[src/rtl/spi_slave.sv]
// spi_slave: SPI mode-0 responder oversampled in the clk domain.
// Optional build macro SPI_SLAVE_LSB_FIRST_EN selects LSB-first transfers
// in both directions; the default build is MSB first.
module spi_slave #(
  parameter int unsigned DATA_WIDTH = 8
) (
  input  logic                  clk,
  input  logic                  rst,
  input  logic                  sck,
  input  logic                  ss_n,
  input  logic                  mosi,
  output logic                  miso,
  input  logic [DATA_WIDTH-1:0] data_in,
  input  logic                  load,
  output logic                  tx_ready,
  output logic [DATA_WIDTH-1:0] data_out,
  output logic                  new_data,
  output logic                  busy
);

  localparam int unsigned CNT_W = (DATA_WIDTH > 1) ? $clog2(DATA_WIDTH) : 1;
  localparam logic [CNT_W-1:0] LAST_BIT = CNT_W'(DATA_WIDTH - 1);

  typedef enum logic {
    IDLE   = 1'b0,
    ACTIVE = 1'b1
  } state_t;

  // [0],[1] synchroniser, [2] edge-detect history
  logic [2:0] sck_sync_q, sck_sync_d;
  logic [2:0] ss_sync_q, ss_sync_d;
  logic [1:0] mosi_sync_q, mosi_sync_d;

  logic sck_rise_q, sck_rise_d;
  logic sck_fall_q, sck_fall_d;
  logic ss_fall_q, ss_fall_d;
  logic ss_rise_q, ss_rise_d;

  state_t                state_q, state_d;
  logic [CNT_W-1:0]      bit_cnt_q, bit_cnt_d;
  logic [DATA_WIDTH-1:0] tx_shift_q, tx_shift_d;
  logic [DATA_WIDTH-1:0] tx_buf_q, tx_buf_d;
  logic                  tx_ready_q, tx_ready_d;
  logic [DATA_WIDTH-1:0] rx_shift_q, rx_shift_d;
  logic [DATA_WIDTH-1:0] data_out_q, data_out_d;
  logic                  new_data_q, new_data_d;
  logic                  miso_q, miso_d;
  logic                  busy_q, busy_d;

  logic                  reload;
  logic [DATA_WIDTH-1:0] reload_word;
  logic [DATA_WIDTH-1:0] rx_next;
  logic [DATA_WIDTH-1:0] tx_shifted;
  logic                  reload_first_bit;
  logic                  cur_first_bit;
  logic                  shifted_first_bit;

  // Word source on a transfer: buffer if full, else a same-cycle load, else zeros
  assign reload_word = tx_ready_q ? (load ? data_in : '0) : tx_buf_q;

  // Bit-order dependent shift paths
`ifdef SPI_SLAVE_LSB_FIRST_EN
  assign rx_next           = {mosi_sync_q[1], rx_shift_q[DATA_WIDTH-1:1]};
  assign tx_shifted        = {1'b0, tx_shift_q[DATA_WIDTH-1:1]};
  assign reload_first_bit  = reload_word[0];
  assign cur_first_bit     = tx_shift_q[0];
  assign shifted_first_bit = tx_shifted[0];
`else
  assign rx_next           = {rx_shift_q[DATA_WIDTH-2:0], mosi_sync_q[1]};
  assign tx_shifted        = {tx_shift_q[DATA_WIDTH-2:0], 1'b0};
  assign reload_first_bit  = reload_word[DATA_WIDTH-1];
  assign cur_first_bit     = tx_shift_q[DATA_WIDTH-1];
  assign shifted_first_bit = tx_shifted[DATA_WIDTH-1];
`endif

  // Synchroniser shift and registered edge pulses
  always_comb begin
    sck_sync_d  = {sck_sync_q[1:0], sck};
    ss_sync_d   = {ss_sync_q[1:0], ss_n};
    mosi_sync_d = {mosi_sync_q[0], mosi};
    sck_rise_d  = sck_sync_q[1] & ~sck_sync_q[2];
    sck_fall_d  = ~sck_sync_q[1] & sck_sync_q[2];
    ss_fall_d   = ~ss_sync_q[1] & ss_sync_q[2];
    ss_rise_d   = ss_sync_q[1] & ~ss_sync_q[2];
  end

  // Frame FSM, shift registers and transmit buffer
  always_comb begin
    state_d    = state_q;
    bit_cnt_d  = bit_cnt_q;
    tx_shift_d = tx_shift_q;
    tx_buf_d   = tx_buf_q;
    tx_ready_d = tx_ready_q;
    rx_shift_d = rx_shift_q;
    data_out_d = data_out_q;
    new_data_d = 1'b0;
    miso_d     = miso_q;
    reload     = 1'b0;

    case (state_q)
      IDLE: begin
        miso_d = 1'b0;
        if (ss_fall_q) begin
          state_d   = ACTIVE;
          bit_cnt_d = '0;
          reload    = 1'b1;
          miso_d    = reload_first_bit;
        end
      end
      ACTIVE: begin
        if (ss_rise_q) begin
          // partial word is dropped
          state_d = IDLE;
          miso_d  = 1'b0;
        end else if (sck_rise_q) begin
          rx_shift_d = rx_next;
          if (bit_cnt_q == LAST_BIT) begin
            data_out_d = rx_next;
            new_data_d = 1'b1;
            bit_cnt_d  = '0;
            reload     = 1'b1;
          end else begin
            bit_cnt_d = bit_cnt_q + CNT_W'(1);
          end
        end else if (sck_fall_q) begin
          if (bit_cnt_q != '0) begin
            tx_shift_d = tx_shifted;
            miso_d     = shifted_first_bit;
          end else begin
            // word was just reloaded: present its first bit unshifted
            miso_d = cur_first_bit;
          end
        end
      end
      default: begin
        state_d = IDLE;
        miso_d  = 1'b0;
      end
    endcase

    // A transfer empties the buffer; otherwise a load fills an empty buffer
    if (reload) begin
      tx_shift_d = reload_word;
      tx_ready_d = 1'b1;
    end else if (load && tx_ready_q) begin
      tx_buf_d   = data_in;
      tx_ready_d = 1'b0;
    end

    busy_d = (state_d == ACTIVE);
  end

  // State and datapath registers with synchronous reset
  always_ff @(posedge clk) begin
    if (rst) begin
      sck_sync_q  <= '0;
      ss_sync_q   <= '0;
      mosi_sync_q <= '0;
      sck_rise_q  <= 1'b0;
      sck_fall_q  <= 1'b0;
      ss_fall_q   <= 1'b0;
      ss_rise_q   <= 1'b0;
      state_q     <= IDLE;
      bit_cnt_q   <= '0;
      tx_shift_q  <= '0;
      tx_buf_q    <= '0;
      tx_ready_q  <= 1'b1;
      rx_shift_q  <= '0;
      data_out_q  <= '0;
      new_data_q  <= 1'b0;
      miso_q      <= 1'b0;
      busy_q      <= 1'b0;
    end else begin
      sck_sync_q  <= sck_sync_d;
      ss_sync_q   <= ss_sync_d;
      mosi_sync_q <= mosi_sync_d;
      sck_rise_q  <= sck_rise_d;
      sck_fall_q  <= sck_fall_d;
      ss_fall_q   <= ss_fall_d;
      ss_rise_q   <= ss_rise_d;
      state_q     <= state_d;
      bit_cnt_q   <= bit_cnt_d;
      tx_shift_q  <= tx_shift_d;
      tx_buf_q    <= tx_buf_d;
      tx_ready_q  <= tx_ready_d;
      rx_shift_q  <= rx_shift_d;
      data_out_q  <= data_out_d;
      new_data_q  <= new_data_d;
      miso_q      <= miso_d;
      busy_q      <= busy_d;
    end
  end

  assign miso     = miso_q;
  assign tx_ready = tx_ready_q;
  assign data_out = data_out_q;
  assign new_data = new_data_q;
  assign busy     = busy_q;

endmodule

[config.mk]
export PLATFORM = sky130hd
export DESIGN_NAME = spi_slave
export DESIGN_NICKNAME = d
export VERILOG_FILES = /design/src/rtl/spi_slave.sv
export SDC_FILE = /design/constraint.sdc
export NUM_CORES = 1
export LEC_CHECK = 0
export CORE_UTILIZATION = 51
export CTS_BUF_LIST = sky130_fd_sc_hd__clkbuf_4 sky130_fd_sc_hd__clkbuf_8
export DETAILED_ROUTE_END_ITERATION = 8
export GPL_TIMING_DRIVEN = 1
export PLACE_DENSITY = 0.78
export SLEW_MARGIN = 40
export SYNTH_ARGS = -nofsm -noshare
export SYNTH_HDL_FRONTEND = slang
export SYNTH_SLANG_ARGS = --single-unit
[constraint.sdc]
create_clock -name clk -period 1.6 [get_ports clk]
set_input_delay 0.32 -clock clk [delete_from_list [all_inputs] [get_ports clk]]
set_output_delay 0.32 -clock clk [all_outputs]
set_load 0.02 [all_outputs]
==> flow_metrics.tcl <==
set metrics [dict create \
    grt.overflow.total 0 \
    finalNonFillerCells 321 \
    worstPathArrival_ns 1.78 \
    syn-instance-count 235 \
    io_buf_count 25 \
    critical_path.reg2reg.startpoint "bit_cnt_q[0]$_SDFFE_PP0P_" \
    dp.cells 310 \
    grt_max_degree 26 \
    avgViaCountPerCell 5.30 \
    timing.clock.skew_ns 0.00804 \
    crit_type "reg2reg" \
    synth_sequential_area_ratio 0.471 \
    cts_inserted_buffers 5 \
    timing.reg2reg.setup_slack_ns 0.04 \
    routed_wl_microns 4390 \
    synth_seq_cells 50 \
    syn-mean-instance-area_sq_um 9.05 \
    setup_viol 0 \
    detail_route.drc_violations 0 \
    ant_nets 0 \
    via_count 1702 \
    clock_latency_of_the_later_clocked_register_in_the_worst_skew_pair_ns 0.31 \
    synth_cell_type_count 41 \
    antenna_found_initial 0 \
    fin_setup_tns_ns 0 \
    endpoint_kind "flip-flop" \
    report.final.hold_viol_count 0 \
    cts_tree "built" \
    clk_pin_slew_worst_paths_ns 0.09 \
    max_slew.worst_pin.slew_ns 0.354 \
    netlist_area_before_placement_sq_um 2130 \
    cts_buffer_depth 2 \
    mappedNetlistNets 252 \
    insertedDiodeCount 0 \
    yosysWarnings 0 \
    timing.hold.worst.class "in2reg" \
    cts_sinks 50 \
    post-route-cell-area_sq_um 2730 \
    initial_core_util 0.532 \
    clock_tree.root_cell "clkbuf_8" \
    gpl.final_weighted_congestion 0.877 \
    drv_slew 0 \
    flow.area_growth_from_synthesis_pct 28.4 \
    setup.worst_path.start_class "flip-flop" \
    period_share 0.976 \
    die_height_microns 66.6 \
    max_cap_violations 0 \
    vdd_drop_max_mv 0.541 \
    worst-path-max-fanout 5 \
    hp-start "rst" \
    rsz0062_at_grt "true" \
    layout_min_cycle_time_ns 1.56 \
    wl_per_cell_microns 13.7 \
    grt_pass1_vias 1468 \
    post_dp_cell_area_sq_um 2470 \
    startpoint "bit_cnt_q[0]$_SDFFE_PP0P_" \
    drive_above_1_share 0.203 \
    chipWidth_microns 66.6 \
    grt_first_pass_wirelength_microns 6740 \
    mostFrequentLayoutCells "dfxtp_1 (47), nand2_1 (33), a21oi_1 (19), inv_1 (15), buf_4 (15)" \
    power_per_cell_area_nw_per_um2 866 \
    area_enclosed_by_the_die_boundary_sq_um 4430 \
    placed_wire_length_estimate_microns 2850 \
    worst_slew_margin_rel 0.764 \
    fmax_mhz 640 \
    first_iter_violations 126 \
    run_status "completed" \
    cellLeakagePower_nw 1.18 \
    groute.usage.overall 0.204 \
    htreeDepth 2 \
    io-pin-count 26 \
    placementRows 23 \
    coreArea_sq_um 4000 \
    final_net_count 287 \
    final_common_cell "dfxtp_1" \
    critical_path_required_ns 1.82 \
    drt_pass1_iterations 4 \
]
==> worst max-delay path, cell delays in order, from the launching register on <==
cell	delay, ns
dfxtp_4	0.37
ha_4	0.16
ha_4	0.17
nand4b_4	0.14
and4_4	0.26
buf_6	0.12
mux2i_1	0.18
nor2_1	0.06
==> cell families (layout without fill, tap and decap cells) <==
kind of cell | Yosys count | in the layout | share of synthesized area
AND/OR/NAND/NOR | 81 | 83 | 0.205
buffers and inverters | 36 | 70 | 0.0882
adder cells (fa/ha/maj) | 3 | 3 | 0.0176
flip-flops | 50 | 50 | 0.471
AO/OA/AOI/OAI | 56 | 56 | 0.176
multiplexers | 9 | 9 | 0.0429
==> routing by layer <==
metal | vias up | global-route usage | part of all wire
met1 | 773 | 0.261 | 0.48
met4 | 0 | 0.0931 | 0.021
met3 | 13 | 0.0582 | 0.054
met2 | 47 | 0.314 | 0.44
li1 | 869 | - | -
met5 | - | 0 | 0
==> sequential cells by signal (all words and copies together), names as in the netlist <==
| register | count |
|---|---|
| ss_rise_q | 1 |
| busy | 1 |
| ss_fall_q | 1 |
| bit_cnt_q | 3 |
| tx_ready | 1 |
| data_out | 8 |
| miso | 1 |
| sck_rise_q | 1 |
| new_data | 1 |
| sck_sync_q | 3 |
| mosi_sync_q | 2 |
| tx_buf_q | 8 |
| ss_sync_q | 3 |
| rx_shift_q | 7 |
| tx_shift_q | 8 |
| sck_fall_q | 1 |
==> area by class of cell <==
cell class / count / area [sq um]
Inverter: 17 / 63.8
Clock buffer: 5 / 68.8
Clock inverter: 3 / 45.0
Timing Repair Buffer: 45 / 439
Fill cell: 314 / 1270
Tap cell: 50 / 62.6
Multi-Input combinational cell: 151 / 1040
Sequential cell: 50 / 1010
==> through the flow <==
stage / worst slack (ns) / hold slack [ns] / utilization / total power, mW
after floorplan: 0.0111 / 0.383 / - / 1.41
after global placement: -0.0196 / 0.386 / 0.617 / 1.48
after global routing: -0.0258 / 0.424 / 0.683 / 2.45
final: 0.0383 / 0.400 / 0.683 / 2.36
after detailed placement: -0.0645 / 0.395 / 0.617 / 1.49
after CTS: 0.00180 / 0.384 / 0.650 / 2.38
==> final timing paths <==
check | end | depth (start not counted)
worst max-delay path | tx_buf_q[7]$_SDFFE_PP0P_ | 7
worst min-delay path | rx_shift_q[3]$_SDFFE_PP0P_ | 2
worst max register to register | tx_buf_q[7]$_SDFFE_PP0P_ | 7
worst min register to register | sck_rise_q$_SDFF_PP0_ | 1
==> Yosys cell counts (all sizes together) <==
master | count | area, sq um
o311ai | 1 | 16.3
nand3b | 1 | 7.51
nor3b | 2 | 15.0
mux2 | 1 | 11.3
buf | 15 | 109
nand3 | 10 | 50.1
a31oi | 8 | 50.1
clkbuf | 4 | 15.0
a211oi | 1 | 7.51
and3b | 1 | 8.76
nor2 | 12 | 47.6
o2111ai | 7 | 61.3
inv | 17 | 63.8
and2 | 2 | 15.0
a21o | 1 | 7.51
nor3 | 1 | 5.00
mux2i | 8 | 80.1
and4 | 1 | 8.76
nand2b | 4 | 40.0
and4bb | 1 | 12.5
o21ai | 9 | 45.0
nand4b | 1 | 23.8
nand2 | 33 | 124
or2 | 1 | 6.26
dfxtp | 50 | 1000
ha | 3 | 37.5
o21bai | 1 | 11.3
a2111oi | 1 | 15.0
o31ai | 6 | 45.0
nor2b | 11 | 71.3
o311a | 1 | 11.3
a21oi | 20 | 104
==> power breakdown <==
group          internal, mW  total, mW  switching [mW]
logic                0.0943      0.181          0.0865
clock network         0.465      0.901           0.436
registers              1.27       1.28          0.0167
==> what timing repair did <==
action | 4_1_cts | 5_1_grt
cloned | 0 | 2
hold buffers | 0 | 0
setup endpoints to repair | 20 | 25
endpoints found under the hold margin | 0 | 0
pin swaps | 2 | 6
setup buffers | 0 | 1
resized for setup | 11 | 27
No activity file was read; power rests on OpenSTA's default activity.
